File: config.mk
export PLATFORM = sky130hd
export DESIGN_NAME = plic_init_seq
export DESIGN_NICKNAME = d
export VERILOG_FILES = /design/src/rtl/plic_init_seq.sv
export SDC_FILE = /design/constraint.sdc
export NUM_CORES = 1
export LEC_CHECK = 0
export BUFFER_PORTS_ARGS = -buffer_cell sky130_fd_sc_hd__buf_2
export CAP_MARGIN = 5
export CORE_ASPECT_RATIO = 0.5
export CORE_UTILIZATION = 55
export CTS_CLUSTER_DIAMETER = 50
export DETAILED_ROUTE_END_ITERATION = 12
export GPL_TIMING_DRIVEN = 0
export PLACE_DENSITY = 0.95
export REMOVE_ABC_BUFFERS = 1
export SLEW_MARGIN = 15
export SYNTH_ARGS = -nofsm -noshare
export SYNTH_HDL_FRONTEND = slang
export SYNTH_SLANG_ARGS = --single-unit
File: constraint.sdc
create_clock -name clk_i -period 6.5 [get_ports clk_i]
set_input_delay 0.65 -clock clk_i [delete_from_list [all_inputs] [get_ports clk_i]]
set_output_delay 0.65 -clock clk_i [all_outputs]
set_load 0.03 [all_outputs]
File: src/rtl/plic_init_seq.sv
// plic_init_seq: programs PLIC priorities, enables and thresholds after reset
// or on start_i, stalling the upstream reg bridge. Once the sequence is done it
// becomes a zero-latency pass-through between the bridge and the PLIC.
module plic_init_seq #(
  parameter int                    SOURCE_NUM   = 32,
  parameter int                    TARGET_NUM   = 1,
  parameter int                    ADDR_WIDTH   = 32,
  parameter int                    DATA_WIDTH   = 32,
  parameter logic [31:0]           PRIO_VALUE   = 32'd1,
  parameter logic [SOURCE_NUM-1:0] IE_VALUE     = {SOURCE_NUM{1'b1}} ^ SOURCE_NUM'(1),
  parameter logic [31:0]           THRESH_VALUE = 32'd0,
  parameter logic [ADDR_WIDTH-1:0] PRIO_BASE    = ADDR_WIDTH'(32'h0000000),
  parameter logic [ADDR_WIDTH-1:0] IE_BASE      = ADDR_WIDTH'(32'h0002000),
  parameter logic [ADDR_WIDTH-1:0] THRESH_BASE  = ADDR_WIDTH'(32'h0200000)
) (
  input  logic                  clk_i,
  input  logic                  rst_i,
  input  logic                  start_i,
  output logic                  busy_o,
  output logic                  done_o,
  output logic                  err_o,
  input  logic                  up_valid_i,
  input  logic                  up_write_i,
  input  logic [ADDR_WIDTH-1:0] up_addr_i,
  input  logic [DATA_WIDTH-1:0] up_wdata_i,
  input  logic [3:0]            up_wstrb_i,
  output logic [DATA_WIDTH-1:0] up_rdata_o,
  output logic                  up_error_o,
  output logic                  up_ready_o,
  output logic                  plic_valid_o,
  output logic                  plic_write_o,
  output logic [ADDR_WIDTH-1:0] plic_addr_o,
  output logic [DATA_WIDTH-1:0] plic_wdata_o,
  output logic [3:0]            plic_wstrb_o,
  input  logic [DATA_WIDTH-1:0] plic_rdata_i,
  input  logic                  plic_error_i,
  input  logic                  plic_ready_i
);

  localparam int W  = (SOURCE_NUM + 31) / 32;
  localparam int CW = 16;
  // enable mask zero-extended to whole 32-bit words
  localparam logic [W*32-1:0] IE_PAD = (W*32)'(IE_VALUE);

  typedef enum logic [2:0] {IDLE, PRIO, IE, THR, PASS} state_t;
  // a single-source PLIC has no programmable priorities
  localparam state_t FIRST = (SOURCE_NUM > 1) ? PRIO : IE;

  state_t          state;
  logic [CW-1:0]   s_q, t_q, w_q;
  logic            seq_valid, pend_q, busy_q, done_q, err_q;
  logic [ADDR_WIDTH-1:0] seq_addr;
  logic [31:0]     seq_wdata, ie_word;

  assign busy_o = busy_q;
  assign done_o = done_q;
  assign err_o  = err_q;

  // select the current enable word with constant slices only
  always_comb begin
    ie_word = '0;
    for (int k = 0; k < W; k++)
      if (CW'(k) == w_q) ie_word = IE_PAD[32*k +: 32];
  end

  // sequencer FSM: each request is loaded in the cycle after the previous ack
  always_ff @(posedge clk_i) begin
    if (rst_i) begin
      state     <= IDLE;
      s_q       <= '0;
      t_q       <= '0;
      w_q       <= '0;
      seq_valid <= 1'b0;
      seq_addr  <= '0;
      seq_wdata <= '0;
      pend_q    <= 1'b0;
      busy_q    <= 1'b0;
      done_q    <= 1'b0;
      err_q     <= 1'b0;
    end else begin
      if (state != PASS && seq_valid && plic_ready_i && plic_error_i)
        err_q <= 1'b1;
      case (state)
        IDLE: begin
          state  <= FIRST;
          s_q    <= CW'(1);
          t_q    <= '0;
          w_q    <= '0;
          busy_q <= 1'b1;
        end
        PRIO: begin
          if (!seq_valid) begin
            seq_valid <= 1'b1;
            seq_addr  <= PRIO_BASE + (ADDR_WIDTH'(s_q) << 2);
            seq_wdata <= PRIO_VALUE;
          end else if (plic_ready_i) begin
            seq_valid <= 1'b0;
            if (s_q == CW'(SOURCE_NUM - 1)) begin
              state <= IE;
              t_q   <= '0;
              w_q   <= '0;
            end else begin
              s_q <= s_q + CW'(1);
            end
          end
        end
        IE: begin
          if (!seq_valid) begin
            seq_valid <= 1'b1;
            seq_addr  <= IE_BASE + (ADDR_WIDTH'(t_q) << 7) + (ADDR_WIDTH'(w_q) << 2);
            seq_wdata <= ie_word;
          end else if (plic_ready_i) begin
            seq_valid <= 1'b0;
            if (w_q == CW'(W - 1)) begin
              w_q <= '0;
              if (t_q == CW'(TARGET_NUM - 1)) begin
                state <= THR;
                t_q   <= '0;
              end else begin
                t_q <= t_q + CW'(1);
              end
            end else begin
              w_q <= w_q + CW'(1);
            end
          end
        end
        THR: begin
          if (!seq_valid) begin
            if (t_q == CW'(TARGET_NUM)) begin
              state  <= PASS;
              done_q <= 1'b1;
              busy_q <= 1'b0;
            end else begin
              seq_valid <= 1'b1;
              seq_addr  <= THRESH_BASE + (ADDR_WIDTH'(t_q) << 12);
              seq_wdata <= THRESH_VALUE;
            end
          end else if (plic_ready_i) begin
            seq_valid <= 1'b0;
            t_q       <= t_q + CW'(1);
          end
        end
        PASS: begin
          // restart only once no upstream transfer is left in flight
          if (start_i || pend_q) begin
            if (!up_valid_i || plic_ready_i) begin
              state  <= FIRST;
              s_q    <= CW'(1);
              t_q    <= '0;
              w_q    <= '0;
              busy_q <= 1'b1;
              err_q  <= 1'b0;
              pend_q <= 1'b0;
            end else begin
              pend_q <= 1'b1;
            end
          end
        end
        default: state <= IDLE;
      endcase
    end
  end

  // bus mux: sequencer owns the PLIC port until PASS, then straight wires
  always_comb begin
    plic_valid_o = seq_valid;
    plic_write_o = 1'b1;
    plic_addr_o  = seq_addr;
    plic_wdata_o = seq_wdata;
    plic_wstrb_o = 4'hF;
    up_rdata_o   = '0;
    up_error_o   = 1'b0;
    up_ready_o   = 1'b0;
    if (state == PASS) begin
      plic_valid_o = up_valid_i;
      plic_write_o = up_write_i;
      plic_addr_o  = up_addr_i;
      plic_wdata_o = up_wdata_i;
      plic_wstrb_o = up_wstrb_i;
      up_rdata_o   = plic_rdata_i;
      up_error_o   = plic_error_i;
      up_ready_o   = plic_ready_i;
    end
  end

endmodule

==> results.md, run 1 <==
* Synthesized instance count at roughly 830
* Area Overhead vs Synth at 22.0%
* Initial antenna violation count at 0
* Critical Path End: plic_wdata_o[18]
* Clock tree from TritonCTS: built
* Top cell type's share of synthesized area at 0.281
* Critical path class: register to primary output
* Hold_buf cts at 0
* First-pass GRT wire length at 32.0 mm
* Clk_lat worst skew at 0.35 ns
* Hold path depth at 2
* Adder-cell share of the synthesized area at 0.0648
* Worst R2R Start: state[2]
* DRC viols at 0
* Vias/cell at 6.23
* Average size of a mapped cell at about 7.3 µm²
* Synth Area in XOR/XNOR at 0.0578
* FF-to-FF path depth at 6
* Number of diodes at 0
* Worst VDD drop at about 0.00016 V
* Clock sink count at 85
* MaxCap Viol Count at 0
* Slew @ Worst Pin at 1.21 ns
* Setup TNS at 0 ns
* Multiplexer share of the synthesized area at 0.00991
* Post-route ant nets at 0
* TritonCTS buffer count at 9
* CP max FO at 32
* Placer Congestion at just under 1
* Biggest area consumer among synthesized cells: dfxtp_1
* Final nets at around 1,100
* Unrepaired setup endpoints after global routing: no
* Die footprint at between 10,000 and 15,000 µm²
* P per Cell Area at around 280 nW/µm²
* Time the worst path needs with I/O delays and setup at 4.51 ns
* Power Total at 2.06 mW
* CP Capture Type: primary output
* Clock transition at path regs at 0.07 ns
* Peak Freq at 222 MHz
* Main synth FF type: dfxtp_1
* Longest Clk Path Bufs at 2
* Netlist cell types at 65
* Status: finished clean
* Die height at 76.2 µm
* Lkg Pwr at between 3 and 4 nW
* Die Width at approximately 150 µm
* H-Tree Depth at 3
* Number of synthesized flops with an enable pin at 0
* Worst path arrival time at between 3 and 4 ns
* Seq cells post-synth at 85
* Worst Setup Start Kind: register
* Post-synthesis compound-gate area fraction at 0.197
* Fin crit share at 0.694
* Final hold vios at 0
* Simple-Gate Fraction of Synth Area at 0.337
* Worst Skew at around 0.0084 ns
* Row count at 26
* Max-slew violation count at 0
* Setup WS pre-CTS at approximately 2.2 ns
* Layout cell share with drive strength beyond 1 at 0.246
* Top-count cell post-synth: nand2_1
* Top cells by area, synth: dfxtp_1, nand2_1, ha_1
* Cell Area, Synth at 6060 µm²
* Crit. Startpoint: state[0]
* Worst R2R Setup Slack at 2.71 ns
* Reg-to-reg endpoint: w_q[6]
* Largest net degree at the start of global routing at 55
* Hold Crit Class: register to register
* Via count at 7,106
* First-pass iteration count of the detailed router at 6
* Core area at roughly 10,000 µm²
* Fin util at 0.709
* Final HPWL DP at 14.9 mm
* Starting Density at 0.581
* Synth async-reset ratio at 0
* Critical Path RT at around 5.9 ns
* # IOs at about 210
* Post-CTS Setup Bufs at 0
* Gr usage total at 0.349
* CTS resizes at 0
* Seq/Total Area, Yosys at 0.281
* Yosys warns at 0
* PortBufs at approximately 210
* Clock root buffer: clkbuf_16
* Vias in the first global route at about 6,400
* Largest family of logic cells by synthesized area: simple AND/OR/NAND/NOR gates
* DRT Wirelength at around 20 mm
* Wire per inst at around 18 µm
* Top cells by count, synth: nand2_1, dfxtp_1, nor2_1
* Final Setup Violations at 0
* Setup ws final at 1.99 ns
* Iteration-0 DRC Markers at about 880
* Worst relative slew slack at 0.184
* GRT overflow at 0
per-stage QoR:
| step | std cells | hold WS, ns | area, µm² |
|---|---|---|---|
| after floorplan | 769 | 0.431 | 5820 |
| after global placement | 1122 | 0.433 | 7060 |
| after detailed placement | 1124 | 0.439 | 7100 |
| after CTS | 1140 | 0.449 | 7400 |
| after global routing | 1140 | 0.464 | 7400 |
| final | 1140 | 0.451 | 7400 |
layer usage:
metal | vias to the layer above | global-route usage | part of all wire
li1 | 3283 | - | -
met1 | 3315 | 0.473 | 0.42
met2 | 432 | 0.551 | 0.45
met3 | 76 | 0.0731 | 0.11
met4 | 0 | 0.110 | 0.025
met5 | - | 0 | 0
where the power goes:
group | internal [mW] | switching [mW]
logic | 0.258 | 0.634
registers | 0.583 | 0.0719
clock network | 0.297 | 0.220
total | 1.14 | 0.926
cell families after synthesis:
kind of cell,Yosys count
mux,6
compound gates,185
flops,85
fa+ha+maj,31
buf+inv,79
simple gates,403
xor+xnor,40
critical path, cell delays in order (launching register included):
cell	delay [ns]
dfxtp_1	0.81
nor2_2	0.31
buf_8	0.25
nand2_1	0.79
and2_1	0.97
a21o_1	0.15
buf_2	0.20
placed cells by master (no fill, tap or decap), types with 4 or more instances in the layout:
cell type,netlist,final
nand2_1,125,125
and4_1,4,4
a221oi_1,8,8
nand2b_1,12,12
a31oi_1,5,5
ha_1,29,29
nand4_1,22,22
a21oi_1,54,54
nor2_1,79,77
or3_1,8,8
nor3b_1,5,5
nand3_1,26,26
a211oi_1,11,11
xor2_1,23,23
mux2i_1,6,6
inv_1,17,17
o211ai_1,5,5
dfxtp_1,85,84
buf_2,12,213
clkbuf_16,0,9
a21o_1,35,35
a22oi_1,5,5
o22ai_1,5,5
nand3b_1,6,6
o21ai_0,37,37
nor4_1,14,14
xnor2_1,17,17
and3_1,53,53
nor3_1,25,25
sequential cells by signal, summed over array words and instances (netlist names):
signal / count
pend_q: 1
done_o: 1
w_q: 16
seq_valid: 1
seq_addr: 27
t_q: 16
s_q: 16
seq_wdata: 2
busy_o: 1
err_o: 1
state: 3
cell type report:
class,count,area [µm²]
inverters,19,71.3
repair buffers,215,1100
fillers,799,3040
clock inverters,6,63.8
flip-flops and latches,85,1700
multi-input cells,665,4060
clock buffers,10,229
well taps,140,175
worst min-delay path by stage:
stage	startpoint	end	slack [ns]
floorplan	seq_addr[12]	seq_addr[12]	0.43
global placement	done_o	done_o	0.43
detailed placement	done_o	done_o	0.44
CTS	done_o	done_o	0.45
global route	done_o	done_o	0.46
finish	done_o	done_o	0.45
Note: power is estimated with default switching activity, not from simulation.
==> run 2, diff against run 1 <==
--- a/config.mk
+++ b/config.mk
@@ -8,11 +8,11 @@
 export BUFFER_PORTS_ARGS = -buffer_cell sky130_fd_sc_hd__buf_2
 export CAP_MARGIN = 5
 export CORE_ASPECT_RATIO = 0.5
-export CORE_UTILIZATION = 55
+export CORE_UTILIZATION = 51
 export CTS_CLUSTER_DIAMETER = 50
 export DETAILED_ROUTE_END_ITERATION = 12
 export GPL_TIMING_DRIVEN = 0
-export PLACE_DENSITY = 0.95
+export PLACE_DENSITY = 0.9
 export REMOVE_ABC_BUFFERS = 1
 export SLEW_MARGIN = 15
 export SYNTH_ARGS = -nofsm -noshare
==> constraint.sdc (replaced) <==
create_clock -name clk_i -period 4.58 [get_ports clk_i]
set_input_delay 0.458 -clock clk_i [delete_from_list [all_inputs] [get_ports clk_i]]
set_output_delay 0.458 -clock clk_i [all_outputs]
set_load 0.03 [all_outputs]
==> results.md, run 2 (synthesized netlist as in run 1, its figures left out) <==
* Status: finished clean (unchanged)
* Critical Path RT at 4.12 ns (was 5.85 ns)
* Time the worst path needs with I/O delays and setup at 4.32 ns
* Gr usage total at 0.329 (was 0.349)
* Reg with most FFs: seq_addr (unchanged)
* Fin crit share at 0.944
* CTS resizes at 0 (unchanged)
* Worst R2R Setup Slack at 0.43 ns (was 2.71 ns)
* First-pass GRT wire length at 32.0 mm (about the same)
* Hold_buf cts at 0 (unchanged)
* Max reg flops at 27 (unchanged)
* Worst path arrival time at 3.86 ns (about the same)
* Placer Congestion at 1.02 (was 0.989)
* Critical path class: register to primary output (unchanged)
* Worst R2R Start: state[2] (unchanged)
* Iteration-0 DRC Markers at 688 (was 883)
* Slew @ Worst Pin at 1.22 ns (was 1.21 ns)
* Final HPWL DP at 15.1 mm (was 14.9 mm)
* Clk_lat worst skew at 0.35 ns (about the same)
* GRT overflow at 0 (unchanged)
* Most frequent cells in the layout: buf_2, nand2_1, dfxtp_1, nor2_1, a21oi_1 (unchanged)
* Starting Density at 0.537 (was 0.581)
* Largest net degree at the start of global routing at 55 (unchanged)
* P_sw at 1.29 mW (was 0.926 mW)
* Post-route design area at 7450 µm² (was 7400 µm²)
* Worst Skew at 0.00886 ns (was 0.00837 ns)
* Worst Setup Start Kind: register (unchanged)
* DRT Wirelength at 20.5 mm (was 20.3 mm)
* Final hold vios at 0 (unchanged)
* Number of diodes at 0 (unchanged)
* Peak Freq at about 230 MHz
* Area Overhead vs Synth at 22.9% (was 22.0%)
* Switching share of power at 0.434 (was 0.449)
* Gr busiest metal: met2 (unchanged)
* Combinational share of power at 0.424 (was 0.432)
* Clock sink count at 85 (unchanged)
* Wire per inst at 17.7 µm (was 17.8 µm)
* Clock tree from TritonCTS: built (unchanged)
* Core area at 11,300 µm² (was 10,400 µm²)
* Placed instance area at 7130 µm² (was 7100 µm²)
* Crit. Startpoint: state[0] (unchanged)
* CP Capture Type: primary output (unchanged)
* MaxCap Viol Count at 0 (unchanged)
* Clock share of power at 0.263 (was 0.251)
* Internal power at 1.68 mW (was 1.14 mW)
* FF-to-FF path depth at 6 (unchanged)
* GR Util met3 at 0.0677 (was 0.0731)
* Final Setup Violations at 0 (unchanged)
* Hold Path End: pend_q (was done_o)
* Longest Clk Path Bufs at 2 (unchanged)
* Worst VDD drop at 0.000235 V (was 0.000156 V)
* Die height at 79.1 µm (was 76.2 µm)
* First-pass iteration count of the detailed router at 5 (was 6)
* Vias/cell at 6.08 (was 6.23)
* Max-slew violation count at 0 (unchanged)
* Vias in the first global route at 6,270 (was 6,379)
* PortBufs at 213 (unchanged)
* Layout fillers at 945 (was 799)
* Layout cell share with drive strength beyond 1 at 0.245 (was 0.246)
* Die footprint at 12,400 µm² (was 11,500 µm²)
* Hold Crit Start: up_valid_i (was done_o)
* P per Cell Area at 399 nW/µm² (was 279 nW/µm²)
* Lkg Pwr at 3.81 nW (was 3.78 nW)
* # IOs at 214 (unchanged)
* Clock root buffer: clkbuf_16 (unchanged)
* TritonCTS buffer count at 9 (unchanged)
* Via count at 7,045 (was 7,106)
* Clock transition at path regs at 0.06 ns (was 0.07 ns)
* CP max FO at 32 (unchanged)
* DRC viols at 0 (unchanged)
* Post-CTS Setup Bufs at 0 (unchanged)
* Final nets at 1,132 (unchanged)
* Die Width at 156 µm (was 150 µm)
* H-Tree Depth at 3 (unchanged)
* GR Layer Usage met1 at 0.433 (was 0.473)
* Post-route ant nets at 0 (unchanged)
* Row count at 27 (was 26)
* Worst relative slew slack at 0.187 (was 0.184)
* Hold path depth at 3 (was 2)
* Unrepaired setup endpoints after global routing: no (unchanged)
* Reg-to-reg endpoint: w_q[9] (was w_q[6])
* Initial antenna violation count at 0 (unchanged)
* Seq pwr share at 0.313 (was 0.317)
* Hold Crit Class: primary input to register (was register to register)
* Power Total at 2.97 mW (was 2.06 mW)
* Most common cell after layout, fill and taps aside: buf_2 (unchanged)
* Grt met2 use at 0.538 (was 0.551)
* Setup TNS at 0 ns (unchanged)
-- run 2: cell count changes in the layout (fill, tap and decap cells not counted), sizes merged --
cell	change
bufinv	+1
clkinvlp	-2
-- run 2: cell type report --
class | count | area, µm² | share of cell area
clock buffers | 10 | 239 | 0.0321
inverters | 19 | 71.3 | 0.00957
multi-input cells | 665 | 4050 | 0.544
flip-flops and latches | 85 | 1700 | 0.229
clock inverters | 5 | 75.1 | 0.0101
well taps | 159 | 199 | 0.0267
repair buffers | 215 | 1110 | 0.149
-- run 2: how the worst max path moves through the flow --
| stage | depth (start not counted) | slack [ns] | end |
|---|---|---|---|
| CTS | 6 | 0.20 | w_q[9] |
| floorplan | 3 | 0.70 | plic_write_o |
| global route | 6 | 0.05 | plic_wdata_o[26] |
| global placement | 5 | -0.56 | plic_addr_o[23] |
| detailed placement | 6 | 0.28 | w_q[9] |
| finish | 6 | 0.26 | plic_wdata_o[26] |
-- run 2: worst max-delay path, stage by stage (launching register included) --
cell     delay [ns]
dfxtp_1        0.81
nor2_2         0.30
buf_8          0.25
nand2_1        0.80
and2_1         0.97
a21o_1         0.16
buf_2          0.20
-- run 2: per-layer routing --
metal / part of all wire / wire length (µm)
met1: 0.42 / 8580
met2: 0.45 / 9230
met3: 0.11 / 2240
met4: 0.024 / 488
met5: 0 / 0
-- run 2: power groups by stage --
stage / Clock [mW] / Combinational [mW] / Sequential (mW)
2_1_floorplan: 0 / 0.829 / 0.918
3_3_place_gp: 0 / 1.18 / 0.934
3_5_place_dp: 0 / 1.22 / 0.941
4_1_cts: 0.782 / 1.24 / 0.925
5_1_grt: 0.812 / 1.34 / 0.939
6_report: 0.782 / 1.26 / 0.931
-- run 2: through the flow --
step / setup slack, ns / hold slack, ns / util / cells
2_1_floorplan: 0.702 / 0.431 / - / 769
3_3_place_gp: -0.559 / 0.436 / 0.628 / 1141
3_5_place_dp: 0.278 / 0.448 / 0.632 / 1143
4_1_cts: 0.198 / 0.424 / 0.660 / 1158
5_1_grt: 0.0463 / 0.430 / 0.660 / 1158
6_report: 0.258 / 0.431 / 0.660 / 1158
==> run 3, diff against run 2 <==
--- a/config.mk
+++ b/config.mk
@@ -8,11 +8,12 @@
 export BUFFER_PORTS_ARGS = -buffer_cell sky130_fd_sc_hd__buf_2
 export CAP_MARGIN = 5
 export CORE_ASPECT_RATIO = 0.5
-export CORE_UTILIZATION = 51
+export CORE_UTILIZATION = 52
+export CTS_BUF_LIST = sky130_fd_sc_hd__clkbuf_4
 export CTS_CLUSTER_DIAMETER = 50
 export DETAILED_ROUTE_END_ITERATION = 12
 export GPL_TIMING_DRIVEN = 0
-export PLACE_DENSITY = 0.9
+export PLACE_DENSITY = 0.92
 export REMOVE_ABC_BUFFERS = 1
 export SLEW_MARGIN = 15
 export SYNTH_ARGS = -nofsm -noshare
==> results.md, run 3 (synthesized netlist as in run 1, its figures left out) <==
* Final hold vios at 0 (unchanged)
* CP Cell Sequence: nor2_2 > buf_6 > nand2_1 > and2_2 > a21o_1 > buf_2 (was nor2_2 > buf_8 > nand2_1 > and2_1 > a21o_1 > buf_2)
* Status: finished clean (unchanged)
* Via count at 6,987 (was 7,045)
* Post-route ant nets at 0 (unchanged)
* Max reg flops at 27 (unchanged)
* Most frequent cells in the layout: buf_2, nand2_1, dfxtp_1, nor2_1, a21oi_1 (unchanged)
* Die footprint at 12,100 µm² (was 12,400 µm²)
* PortBufs at 213 (unchanged)
* Critical Path End: plic_wdata_o[11] (was plic_wdata_o[26])
* Critical path class: register to primary output (unchanged)
* Wire per inst at 17.1 µm (was 17.7 µm)
* Worst R2R Start: state[2] (unchanged)
* Core area at 11,200 µm² (was 11,300 µm²)
* P per Cell Area at 359 nW/µm² (was 399 nW/µm²)
* Worst path arrival time at 3.80 ns (was 3.86 ns)
* Unrepaired setup endpoints after global routing: no (unchanged)
* Clock transition at path regs at 0.13 ns (was 0.06 ns)
* DRT Wirelength at 19.8 mm (was 20.5 mm)
* CTS resizes at 0 (unchanged)
* Placer Congestion at 0.940 (was 1.02)
* Critical path's slowest cell: and2_2 (was and2_1)
* Reg-to-reg endpoint: w_q[9] (unchanged)
* Critical Path RT at 4.12 ns (about the same)
* Clock root buffer: clkbuf_4 (was clkbuf_16)
* Gr usage total at 0.320 (was 0.329)
* Crit. Startpoint: state[0] (unchanged)
* Max-slew violation count at 0 (unchanged)
* Final Setup Violations at 0 (unchanged)
* Time the worst path needs with I/O delays and setup at 4.26 ns (was 4.32 ns)
* Worst VDD drop at 0.000194 V (was 0.000235 V)
* Fin util at 0.649 (was 0.660)
* Most common cell after layout, fill and taps aside: buf_2 (unchanged)
* Hold Crit Class: primary input to register (unchanged)
* # IOs at 214 (unchanged)
* Longest Clk Path Bufs at 2 (unchanged)
* Worst Setup Start Kind: register (unchanged)
* Row count at 27 (unchanged)
* Post-CTS Setup Bufs at 0 (unchanged)
* Layout cell share with drive strength beyond 1 at 0.246 (was 0.245)
* Die height at 78.4 µm (was 79.1 µm)
* Vias/cell at 6.03 (was 6.08)
* Hold Crit Start: plic_error_i (was up_valid_i)
* Area Overhead vs Synth at 19.7% (was 22.9%)
* GRT overflow at 0 (unchanged)
* Power Total at 2.60 mW (was 2.97 mW)
* Slew @ Worst Pin at 1.20 ns (was 1.22 ns)
* Die Width at 155 µm (was 156 µm)
* Initial antenna violation count at 0 (unchanged)
* CP max FO at 33 (was 32)
* DRC viols at 0 (unchanged)
* CP Capture Type: primary output (unchanged)
* Worst relative slew slack at 0.196 (was 0.187)
* Largest net degree at the start of global routing at 55 (unchanged)
* Number of diodes at 0 (unchanged)
* Hold_buf cts at 0 (unchanged)
* Clock sink count at 85 (unchanged)
* Final nets at 1,132 (unchanged)
* First-pass GRT wire length at 31.1 mm (was 32.0 mm)
* Peak Freq at 235 MHz (was 231 MHz)
* TritonCTS buffer count at 9 (unchanged)
* Fin crit share at 0.929 (was 0.944)
* Reg with most FFs: seq_addr (unchanged)
* Iteration-0 DRC Markers at 723 (was 688)
* Clock tree from TritonCTS: built (unchanged)
* Vias in the first global route at 6,221 (was 6,270)
* Worst Skew at 0.0123 ns (was 0.00886 ns)
* Lkg Pwr at 3.72 nW (was 3.81 nW)
* FF-to-FF path depth at 6 (unchanged)
* Final HPWL DP at 14.7 mm (was 15.1 mm)
* CP max stage delay at 0.74 ns (was 0.97 ns)
* First-pass iteration count of the detailed router at 5 (unchanged)
* MaxCap Viol Count at 0 (unchanged)
* Starting Density at 0.542 (was 0.537)
* H-Tree Depth at 3 (unchanged)
* Clk_lat worst skew at 0.46 ns (was 0.35 ns)
* Worst R2R Setup Slack at 0.44 ns (was 0.43 ns)
[run 3: worst max-delay path: cells and delay by family (launching register included)]
family | cells | cell delay, ns
buffers and inverters | 2 | 0.45
AND/OR/NAND/NOR | 3 | 2.04
AO/OA/AOI/OAI | 1 | 0.24
flip-flops | 1 | 0.57
[run 3: how the worst min path moves through the flow]
stage              endpoint  slack, ns  cells after the start
2_1_floorplan  seq_addr[12]       0.43                      2
3_3_place_gp         done_o       0.43                      2
3_5_place_dp         done_o       0.44                      2
4_1_cts              pend_q       0.30                      3
5_1_grt               err_o       0.29                      3
6_report              err_o       0.29                      3
[run 3: cell type report]
cell class | instances | area [µm²]
inverters | 19 | 71.3
flip-flops and latches | 85 | 1700
repair buffers | 215 | 1100
clock buffers | 11 | 82.6
fillers | 938 | 3920
multi-input cells | 665 | 4060
well taps | 159 | 199
clock inverters | 5 | 51.3
[run 3: through the flow]
step                cells  hold WS (ns)  setup TNS (ns)  setup slack (ns)  area, µm²
finish               1159         0.291               0             0.325       7260
global route         1159         0.292               0             0.145       7260
CTS                  1159         0.297               0            0.0532       7260
detailed placement   1143         0.440               0             0.327       7120
global placement     1141         0.433          -24.33            -0.529       7080
floorplan             769         0.431               0             0.702       5820
[run 3: power breakdown]
group	internal [mW]	leakage, nW	total, mW	switching [mW]
clock	0.175	0.0743	0.437	0.262
combinational	0.360	2.96	1.24	0.883
sequential	0.827	0.689	0.925	0.0979
[run 3: per-layer routing]
metal / vias to the layer above / track usage / routed length, µm
met5: - / 0 / 0
met4: 0 / 0.113 / 423
met3: 50 / 0.0734 / 2130
met2: 427 / 0.528 / 9020
met1: 3214 / 0.413 / 8240
li1: 3296 / - / -
